## src/rtl/branch_ctrl_if.sv

```systemverilog
// rtl/branch_ctrl_if.sv - decode/PC-side signal bundle for branch_ctrl
interface branch_ctrl_if #(
  parameter int AddrSz = 6
);
  logic [2:0]        op;
  logic [AddrSz-1:0] instr_off;
  logic              flag_we;
  logic              alu_zero;
  logic              alu_neg;
  logic              btn;
  logic              rel_branch;
  logic [AddrSz-1:0] offset;
  logic              halt;
  logic              in_strobe;
  logic              waiting;
  logic              stopped;

  modport master (
    output op, instr_off, flag_we, alu_zero, alu_neg, btn,
    input  rel_branch, offset, halt, in_strobe, waiting, stopped
  );

  modport slave (
    input  op, instr_off, flag_we, alu_zero, alu_neg, btn,
    output rel_branch, offset, halt, in_strobe, waiting, stopped
  );
endinterface

```

## src/rtl/branch_ctrl.sv

```systemverilog
// rtl/branch_ctrl.sv - branch decode, flags and WAITB/HLT sequencing for the PC
// Optional button debouncer enabled by defining BRANCH_DEBOUNCE_EN.
module branch_ctrl #(
  parameter int AddrSz    = 6,
  parameter int DebCycles = 4
) (
  input logic         clk,
  input logic         n_reset,
  branch_ctrl_if.slave bus
);
  localparam logic [2:0] OP_BEQ   = 3'd1;
  localparam logic [2:0] OP_BNE   = 3'd2;
  localparam logic [2:0] OP_BLT   = 3'd3;
  localparam logic [2:0] OP_JMP   = 3'd4;
  localparam logic [2:0] OP_WAITB = 3'd5;
  localparam logic [2:0] OP_HLT   = 3'd6;

  typedef enum logic [1:0] {RUN, W_PRESS, W_REL, STOP} state_t;

  if (DebCycles < 1) begin : g_bad_deb
    $error("DebCycles must be at least 1");
  end

  state_t            state, state_nxt;
  logic              z, n;
  logic              btn_meta, btn_sync, btn_s;
  logic [AddrSz-1:0] off;

  always_ff @(posedge clk or negedge n_reset) begin
    if (!n_reset) begin
      btn_meta <= 1'b0;
      btn_sync <= 1'b0;
    end else begin
      btn_meta <= bus.btn;
      btn_sync <= btn_meta;
    end
  end

`ifdef BRANCH_DEBOUNCE_EN
  localparam int CntW = $clog2(DebCycles + 1);
  logic            deb_level;
  logic [CntW-1:0] deb_cnt;

  // Level flips only once the synchronised input has disagreed with it for
  // DebCycles cycles in a row; any agreement restarts the count.
  always_ff @(posedge clk or negedge n_reset) begin
    if (!n_reset) begin
      deb_level <= 1'b0;
      deb_cnt   <= '0;
    end else if (btn_sync != deb_level) begin
      if (deb_cnt == CntW'(DebCycles - 1)) begin
        deb_level <= btn_sync;
        deb_cnt   <= '0;
      end else begin
        deb_cnt <= deb_cnt + 1'b1;
      end
    end else begin
      deb_cnt <= '0;
    end
  end

  assign btn_s = deb_level;
`else
  assign btn_s = btn_sync;
`endif

  always_ff @(posedge clk or negedge n_reset) begin
    if (!n_reset) begin
      state <= RUN;
      z     <= 1'b0;
      n     <= 1'b0;
    end else begin
      state <= state_nxt;
      if (state == RUN && bus.flag_we && bus.op != OP_WAITB && bus.op != OP_HLT) begin
        z <= bus.alu_zero;
        n <= bus.alu_neg;
      end
    end
  end

  always_comb begin
    state_nxt      = state;
    bus.rel_branch = 1'b0;
    bus.halt       = 1'b0;
    bus.in_strobe  = 1'b0;
    case (state)
      RUN: begin
        case (bus.op)
          OP_BEQ:   bus.rel_branch = z;
          OP_BNE:   bus.rel_branch = !z;
          OP_BLT:   bus.rel_branch = n;
          OP_JMP:   bus.rel_branch = 1'b1;
          OP_WAITB: begin
            bus.halt  = 1'b1;
            state_nxt = W_PRESS;
          end
          OP_HLT: begin
            bus.halt  = 1'b1;
            state_nxt = STOP;
          end
          default: ;
        endcase
      end
      W_PRESS: begin
        bus.halt = 1'b1;
        if (btn_s) begin
          bus.in_strobe = 1'b1;
          state_nxt     = W_REL;
        end
      end
      // Dropping halt for the release cycle lets the PC step past WAITB.
      W_REL: begin
        if (btn_s) bus.halt = 1'b1;
        else       state_nxt = RUN;
      end
      STOP: bus.halt = 1'b1;
      default: state_nxt = RUN;
    endcase
  end

  assign off         = bus.instr_off;
  assign bus.offset  = off;
  assign bus.waiting = (state == W_PRESS) || (state == W_REL);
  assign bus.stopped = (state == STOP);
endmodule
```

## src/flat_wrapper.sv

```systemverilog
// flat-port wrapper written by rule: the top's interface ports become plain ports
module branch_ctrl_flat 
#(
  parameter int AddrSz    = 6,
  parameter int DebCycles = 4
)
  (clk, n_reset, bus_op, bus_instr_off, bus_flag_we, bus_alu_zero, bus_alu_neg, bus_btn, bus_rel_branch, bus_offset, bus_halt, bus_in_strobe, bus_waiting, bus_stopped);
  branch_ctrl_if #(.AddrSz(AddrSz)) bus_i ();
  input logic clk;
  input logic n_reset;
  input wire logic [$bits(bus_i.op)-1:0] bus_op;
  input wire logic [$bits(bus_i.instr_off)-1:0] bus_instr_off;
  input wire logic [$bits(bus_i.flag_we)-1:0] bus_flag_we;
  input wire logic [$bits(bus_i.alu_zero)-1:0] bus_alu_zero;
  input wire logic [$bits(bus_i.alu_neg)-1:0] bus_alu_neg;
  input wire logic [$bits(bus_i.btn)-1:0] bus_btn;
  output wire logic [$bits(bus_i.rel_branch)-1:0] bus_rel_branch;
  output wire logic [$bits(bus_i.offset)-1:0] bus_offset;
  output wire logic [$bits(bus_i.halt)-1:0] bus_halt;
  output wire logic [$bits(bus_i.in_strobe)-1:0] bus_in_strobe;
  output wire logic [$bits(bus_i.waiting)-1:0] bus_waiting;
  output wire logic [$bits(bus_i.stopped)-1:0] bus_stopped;
  assign bus_i.op = bus_op;
  assign bus_i.instr_off = bus_instr_off;
  assign bus_i.flag_we = bus_flag_we;
  assign bus_i.alu_zero = bus_alu_zero;
  assign bus_i.alu_neg = bus_alu_neg;
  assign bus_i.btn = bus_btn;
  assign bus_rel_branch = bus_i.rel_branch;
  assign bus_offset = bus_i.offset;
  assign bus_halt = bus_i.halt;
  assign bus_in_strobe = bus_i.in_strobe;
  assign bus_waiting = bus_i.waiting;
  assign bus_stopped = bus_i.stopped;
  branch_ctrl #(.AddrSz(AddrSz), .DebCycles(DebCycles)) u_core (.clk(clk), .n_reset(n_reset), .bus(bus_i));
endmodule
```

## config.mk

```make
export PLATFORM = sky130hd
export DESIGN_NAME = branch_ctrl_flat
export DESIGN_NICKNAME = d
export VERILOG_FILES = /design/src/rtl/branch_ctrl_if.sv /design/src/rtl/branch_ctrl.sv /design/src/flat_wrapper.sv
export SDC_FILE = /design/constraint.sdc
export NUM_CORES = 1
export LEC_CHECK = 0
export CELL_PAD_IN_SITES_DETAIL_PLACEMENT = 0
export CELL_PAD_IN_SITES_GLOBAL_PLACEMENT = 1
export CORE_MARGIN = 1.5
export CORE_UTILIZATION = 29
export CTS_BUF_LIST = sky130_fd_sc_hd__clkbuf_4
export DETAILED_ROUTE_END_ITERATION = 6
export PLACE_DENSITY = 0.91
export SETUP_SLACK_MARGIN = 0.2
export SYNTH_ARGS = -nofsm -noshare
export SYNTH_HDL_FRONTEND = slang
export SYNTH_SLANG_ARGS = --single-unit
```

## constraint.sdc

```tcl
create_clock -name clk -period 2.7 [get_ports clk]
set_clock_uncertainty 0.05 [all_clocks]
set_input_delay 0.405 -clock clk [delete_from_list [all_inputs] [get_ports clk]]
set_output_delay 0.405 -clock clk [all_outputs]
set_load 0.02 [all_outputs]
```

### Word-level counts from Yosys, hierarchy flattened

Cells that the tools add are included.

* bits in registers: 6
* input port bits: 15
* output and inout port bits: 11

* multiplexer cells: 10
* reductions and logical operators: 10
* eq/ne operators: 14

Operators with widths (count)
* 3-bit == test, second input constant: 3
* 3-bit != test, second input constant: 3
* 3-bit by 2-bit == test with 1-bit output, second input constant: 2
* 2-bit case mux with 3 select lines: 1
* 2-bit == test, second input constant: 2
* 1-bit 2-to-1 mux: 4
* 2-bit 2-to-1 mux: 2
* 1-bit case mux with 4 select lines: 1
* 2-bit case mux with 2 select lines: 1
* 4-bit AND reduction: 1
* 2-bit OR reduction: 2
* 3-bit by 1-bit == test with 1-bit output, second input constant: 1
* 1-bit logical AND: 3
* 1-bit case mux with 3 select lines: 1
* 3-bit nonzero test: 1
* 2-bit by 1-bit == test with 1-bit output, second input constant: 1
* 2-bit logical NOT: 1
* 2-bit by 1-bit != test with 1-bit output, second input constant: 1
* 2-bit != test, second input constant: 1
* 1-bit logical NOT: 1
* 1-bit logical OR: 1

### Depth between registers and ports, before layout

Gate-level depths: netlist of the first run.

* depth after elaboration: 4
* depth in mapped cells: 5
* depth with buffers taken out: 5

### Least setup slack after synthesis of the first run

Ideal clock, no wire load.

* path type: register to output
* start: reg u_core.state[0]
* end: out bus_halt
* cell stages (with the launch flop): 5
* slack: 1047 ps
* buffers on the path: 0
* data required time: 2245 ps
* data arrival time: 1198 ps
* path through: dfrtp_1 ha_1 a21o_1 nor3_1 a21oi_1

* word-level cells in the longest chain between the ends: 3
* elaborated cells between the ends (all ways): 6
* classes of those cells: eq/ne: 3; mux: 1; reduce/logical: 2

RTL lines
* start: declaration: line branch_ctrl.sv:24 `state_t state, state_nxt;`
* start signal: assignment: line branch_ctrl.sv:73 `state <= state_nxt;`
* 2-bit == test
* via bus_stopped: line flat_wrapper.sv:22 `output wire logic [$bits(bus_i.stopped)-1:0] bus_stopped;`
* 2-bit OR reduction (no line)
* 1-bit case mux with 3 select lines: line branch_ctrl.sv:86 `case (state)`
* end: declaration: line flat_wrapper.sv:19 `output wire logic [$bits(bus_i.halt)-1:0] bus_halt;`

The timed path passes the listed nets, and every way through them passes these cells.

### Final worst setup path of the first run

* start: reg u_core.state[1]
* end: out bus_in_strobe

* word-level cells in the longest chain between the ends: 2

RTL lines
* 2-bit by 1-bit == test with 1-bit output: line branch_ctrl.sv:86
* 1-bit 2-to-1 mux: line branch_ctrl.sv:86
* end: declaration: line flat_wrapper.sv:20 `output wire logic [$bits(bus_i.in_strobe)-1:0] bus_in_strobe;`

No other way between the ends.

==> flow_summary.json, run 1 <==
{
  "synthCells": 40,
  "maxCapViolations": 0,
  "place_ws_ns": 0.214,
  "grt_pass1_wl_mm": 1.08,
  "drcViolationCount": 0,
  "cp_max_fo": 4,
  "via_per_inst": 4.51,
  "critPathLaunchType": "flop",
  "synth_seq_cells": 6,
  "start_util_pct": 32.6,
  "rsz0062_at_grt": "no",
  "place_area_um2": 549,
  "clock-sinks": 6,
  "cts_buffers": 3,
  "core_um2": 1370,
  "gp_congestion": 0.741,
  "clkTransAtPathRegs_ns": 0.04,
  "drtAntennaViolNets": 0,
  "final_cell_mix": "11 x clkdlybuf4s50_1, 6 x dfrtp_1, 5 x ha_1",
  "min-delay-start": "u_core.btn_meta",
  "dr.pass1.iters": 2,
  "tightest_slew_ns": 0.259,
  "crit_type": "flop to primary output",
  "multi_input_area_um2": 239,
  "finalHoldViolCount": 0,
  "final.setup.tns_ns": 0,
  "cp-end-kind": "primary output",
  "final_nets": 72,
  "ys_types": 19,
  "clockRootBuffer": "clkbuf_4",
  "io_pins": 26,
  "h-tree-depth": 1,
  "drtIter0Drc": 1,
  "total_power_mw": 0.593,
  "yosys_warnings": 0,
  "diodes": 0,
  "grt_start_max_net_pins": 7,
  "port_buffers": 13,
  "drt_wl_total_um": 676,
  "reg2reg_from": "u_core.state[0]",
  "seq_area_um2": 150,
  "design_area_um2": 577,
  "syn_area_per_cell_um2": 11.1,
  "final_min_period_over_clock_period_pct": 82.5,
  "cp.required_ns": 2.25,
  "overflow": 0,
  "nFillCells": 153,
  "hold_class": "flop to flop",
  "ir_drop_v": 0.000486,
  "holdWs_ns": 0.310,
  "die_area_um2": 1780,
  "powerDensity_nw_per_um2": 1030,
  "drive_above_1_share_pct": 16.0,
  "outcome": "finished, final reports clean",
  "grt_pass1_vias": 274,
  "antenna_found_initial": 0,
  "mostFrequentLayoutCell": "clkdlybuf4s50_1",
  "rows": 13,
  "setup_viol": 0,
  "cts_tree": "built",
  "cellLeakagePower_nw": 0.286,
  "maxSlewViolCount": 0,
  "die_height_um": 42.2,
  "synth_area_um2": 445,
  "areaGrowthSynthToFinish_pct": 29.5,
  "clockBufferDepth": 2,
  "syn_nets": 60,
  "max_freq_ghz": 0.449,
  "wl_per_cell_um": 10.4,
  "ys_seq_area_share_pct": 33.7,
  "clk_latency_ns": 0.24,
  "track_usage_pct": 8.42,
  "crit_start": "u_core.state[1]",
  "slew_headroom_pct": 82.7,
  "vias": 293,
  "setup_slack_ns": 0.473,
  "die-width_um": 42.2,
  "period_needed_ns": 2.23,
  "worstPathArrival_ns": 1.77
}
-- logic make-up after synthesis --
kind of cell | after synthesis | synth area share (%)
XOR/XNOR | 1 | 1.97
adder cells (fa/ha/maj) | 5 | 14.0
flip-flops | 6 | 33.7
AND/OR/NAND/NOR | 9 | 13.2
multiplexers | 4 | 11.2
buffers and inverters | 9 | 12.6
AO/OA/AOI/OAI | 6 | 13.2
-- final timing paths --
kind	endpoint	slack, ns	cells past startpoint
max	bus_in_strobe	0.47	4
min	u_core.btn_s	0.31	0
max reg2reg	u_core.state[0]	1.25	5
min reg2reg	u_core.btn_s	0.31	0
max in group asynchronous	u_core.btn_meta	2.04	1
min in group asynchronous	u_core.z	0.35	1
-- synth_stat cells, drive strengths merged --
cell | number | area share [%]
nor3b | 1 | 1.7
and2 | 2 | 2.8
nor3 | 1 | 1.1
inv | 3 | 2.5
nand2 | 2 | 2.2
buf | 6 | 10
and3 | 1 | 2.5
nand2b | 2 | 2.8
mux2i | 2 | 4.5
o22ai | 1 | 1.4
a21o | 1 | 1.7
a221oi | 1 | 5.9
dfrtp | 6 | 34
ha | 5 | 14
o221ai | 1 | 2.0
xor2 | 1 | 2.0
a21oi | 2 | 2.2
mux2 | 2 | 6.7
-- worst max-delay path, stage by stage, from the launching register on --
cell	delay [ns]
dfrtp_1	0.39
inv_1	0.13
ha_1	0.28
and2_1	0.15
clkdlybuf4s50_1	0.59
-- cell type report --
type                       count  area share, %
clock buffer                   3           3.90
multi-input combinational     25           41.4
sequential                     6           26.0
inverter                       3           1.95
tap                           15           3.25
timing repair buffer          13           23.4
-- flip-flops by register name (all words and copies together) (netlist names) --
| signal | flops |
|---|---|
| u_core.btn_meta | 1 |
| u_core.btn_s | 1 |
| u_core.n | 1 |
| u_core.state | 2 |
| u_core.z | 1 |
-- per-stage QoR --
step	std cells	utilization, %
2_1_floorplan	40	-
3_3_place_gp	62	40.2
3_5_place_dp	62	40.2
4_1_cts	65	41.8
5_1_grt	65	42.2
6_report	65	42.2
-- where the power goes --
group          switching [mW]  total, mW  leakage (nW)  internal [mW]
Clock                  0.0283     0.0782        0.0138         0.0500
Combinational           0.176      0.369         0.201          0.192
Sequential             0.0230      0.146        0.0715          0.123
-- what timing repair did --
item / in CTS / in global routing
endpoints found under the setup margin: 0 / 2
hold buffers: 0 / 0
resized for setup: 0 / 2
buffers inserted: 0 / 0
-- routing by layer --
| layer | up-vias | routed length [um] | GRT usage, % |
|---|---|---|---|
| met5 | - | 0 | 0 |
| met4 | 0 | 0 | 8.13 |
| met3 | 0 | 42 | 2.59 |
| met2 | 9 | 323 | 12.0 |
| met1 | 130 | 311 | 9.71 |
| li1 | 154 | - | - |
Power figures use the tool's default switching activity.
==> run 2: changes to the inputs <==
--- a/config.mk
+++ b/config.mk
@@ -8,10 +8,10 @@
 export CELL_PAD_IN_SITES_DETAIL_PLACEMENT = 0
 export CELL_PAD_IN_SITES_GLOBAL_PLACEMENT = 1
 export CORE_MARGIN = 1.5
-export CORE_UTILIZATION = 29
+export CORE_UTILIZATION = 25
 export CTS_BUF_LIST = sky130_fd_sc_hd__clkbuf_4
 export DETAILED_ROUTE_END_ITERATION = 6
-export PLACE_DENSITY = 0.91
+export PLACE_DENSITY = 0.84
 export SETUP_SLACK_MARGIN = 0.2
 export SYNTH_ARGS = -nofsm -noshare
 export SYNTH_HDL_FRONTEND = slang
==> constraint.sdc (replaced) <==
create_clock -name clk -period 1.95 [get_ports clk]
set_clock_uncertainty 0.05 [all_clocks]
set_input_delay 0.2925 -clock clk [delete_from_list [all_inputs] [get_ports clk]]
set_output_delay 0.2925 -clock clk [all_outputs]
set_load 0.02 [all_outputs]
==> run 2 against run 1 <==
Against the previous run:
- critical path type unchanged
- die area grew 15%
- count of clock-buffer cells in the layout did not move
- register-to-register slack worse by 0.90 ns
- combinational power increased by 69%
- cell count increased by 31%
- flip-flop and latch count is the same
- routed wire length grew 20%
- critical path depth did not move
- via count is 23% higher
- global-route usage increased by 0.68 points
==> flow_summary.json, run 2 (synthesis gave the netlist of run 1 again) <==
{
  "crit_start": "u_core.state[0]",
  "drcViolationCount": 0,
  "setup_slack_ns": 0.262,
  "final_nets": 82,
  "maxSlewViolCount": 0,
  "top_register": "u_core.state",
  "start_util_pct": 26.1,
  "rr_endpoint": "u_core.state[0]",
  "reg2reg_setup_slack_ns": 0.35,
  "crit_type": "flop to primary output",
  "ir_drop_v": 0.000480,
  "outcome": "finished, final reports clean",
  "final_min_period_over_clock_period_pct": 86.5,
  "io_pins": 26,
  "clk_latency_ns": 0.24,
  "crit_chain": "buf_4 -> ha_2 -> and2_1 -> clkdlybuf4s15_2",
  "maxCapViolations": 0,
  "antenna_found_initial": 0,
  "drtAntennaViolNets": 0,
  "port_buffers": 13,
  "cp_max_fo": 3,
  "reg2reg_from": "u_core.state[0]",
  "worstPathArrival_ns": 1.35,
  "overflow": 0,
  "drtIter0Drc": 1,
  "clock-sinks": 6,
  "drt_wl_total_um": 808,
  "die-width_um": 45.2,
  "rows": 15,
  "grt_pass1_vias": 352,
  "hold_class": "input port to async pin",
  "diodes": 0,
  "h-tree-depth": 1,
  "clockRootBuffer": "clkbuf_4",
  "via_per_inst": 4.22,
  "cts_tree": "built",
  "die_area_um2": 2040,
  "drive_above_1_share_pct": 48.3,
  "nFillCells": 170,
  "grt_start_max_net_pins": 7,
  "post-route-util_pct": 39.2,
  "cpPeakStageDelay_ns": 0.40,
  "die_height_um": 45.2,
  "final_cell_mix": "11 x buf_4, 6 x clkdlybuf4s50_1, 6 x dfrtp_1",
  "reg2reg_depth": 7,
  "cp.required_ns": 1.61,
  "powerDensity_nw_per_um2": 1400,
  "cp-end-kind": "primary output",
  "grt_pass1_wl_mm": 1.32,
  "areaGrowthSynthToFinish_pct": 50.3,
  "cellLeakagePower_nw": 0.314,
  "place_ws_ns": -0.315,
  "critPathLaunchType": "flop",
  "clockBufferDepth": 2,
  "core_um2": 1710,
  "wl_per_cell_um": 9.51,
  "finalHoldViolCount": 0,
  "mostFrequentLayoutCell": "buf_4",
  "cpMaxStageDelayCell": "dfrtp_1",
  "hpwl_um": 653,
  "setup_viol": 0,
  "cp_top_family": "flip-flops",
  "final.setup.tns_ns": 0,
  "dr.pass1.iters": 4,
  "slew_headroom_pct": 82.9,
  "max_freq_ghz": 0.593,
  "period_needed_ns": 1.69,
  "largest_reg_flops": 2,
  "critical_path_depth": 4,
  "rsz0062_at_grt": "no",
  "tightest_slew_ns": 0.256,
  "cp_num_buf_inv": 2,
  "track_usage_pct": 9.11,
  "gp_congestion": 0.727,
  "crit_end": "bus_in_strobe",
  "vias": 359,
  "clkTransAtPathRegs_ns": 0.04,
  "cts_buffers": 3
}
-- run 2: per-stage QoR --
step	hold WS, ns	instances	area [um2]	power (mW)
2_1_floorplan	-0.0531	40	445	0.577
3_3_place_gp	0.281	78	607	0.768
3_5_place_dp	0.302	78	607	0.778
4_1_cts	0.243	84	651	0.920
5_1_grt	0.251	85	669	1.02
6_report	0.239	85	669	0.940
-- run 2: worst min-delay path by stage --
stage	slack, ns	to	depth (start not counted)
floorplan	-0.05	u_core.btn_meta	0
global placement	0.28	u_core.btn_s	0
detailed placement	0.30	u_core.btn_s	0
CTS	0.24	u_core.btn_meta	1
global route	0.25	u_core.btn_meta	1
finish	0.24	u_core.btn_meta	1
-- run 2: timing repair --
action                                 in CTS  in global routing
hold buffers                                0                  0
buffers inserted                            3                  1
resized for setup                          20                  6
endpoints found under the hold margin       0                  0
pin swaps                                   2                  1
setup endpoints to repair                   5                  3
-- run 2: layer usage --
metal | share of wire, % | global-route usage [%]
met1 | 40 | 10.2
met2 | 54 | 14.9
met3 | 5.6 | 3.20
met4 | 0 | 5.29
met5 | 0 | 0
-- run 2: final cells by class --
type | count | area (um2) | area share, %
Timing Repair Buffer | 23 | 190 | 28.4
Tap cell | 25 | 31.3 | 4.67
Multi-Input combinational cell | 25 | 264 | 39.4
Inverter | 3 | 11.3 | 1.68
Clock buffer | 3 | 22.5 | 3.36
Sequential cell | 6 | 150 | 22.4
-- run 2: power by group --
part	switching (mW)	internal, mW	total [mW]
clock network	0.0406	0.0693	0.110
logic	0.288	0.337	0.625
registers	0.0356	0.170	0.205
total	0.364	0.576	0.940
-- run 2: worst register-to-register path, stage by stage (launching register included) --
cell      delay [ns]
dfrtp_1         0.38
inv_2           0.06
ha_2            0.17
a21o_1          0.17
buf_4           0.13
buf_4           0.13
a221oi_4        0.21
mux2i_1         0.21
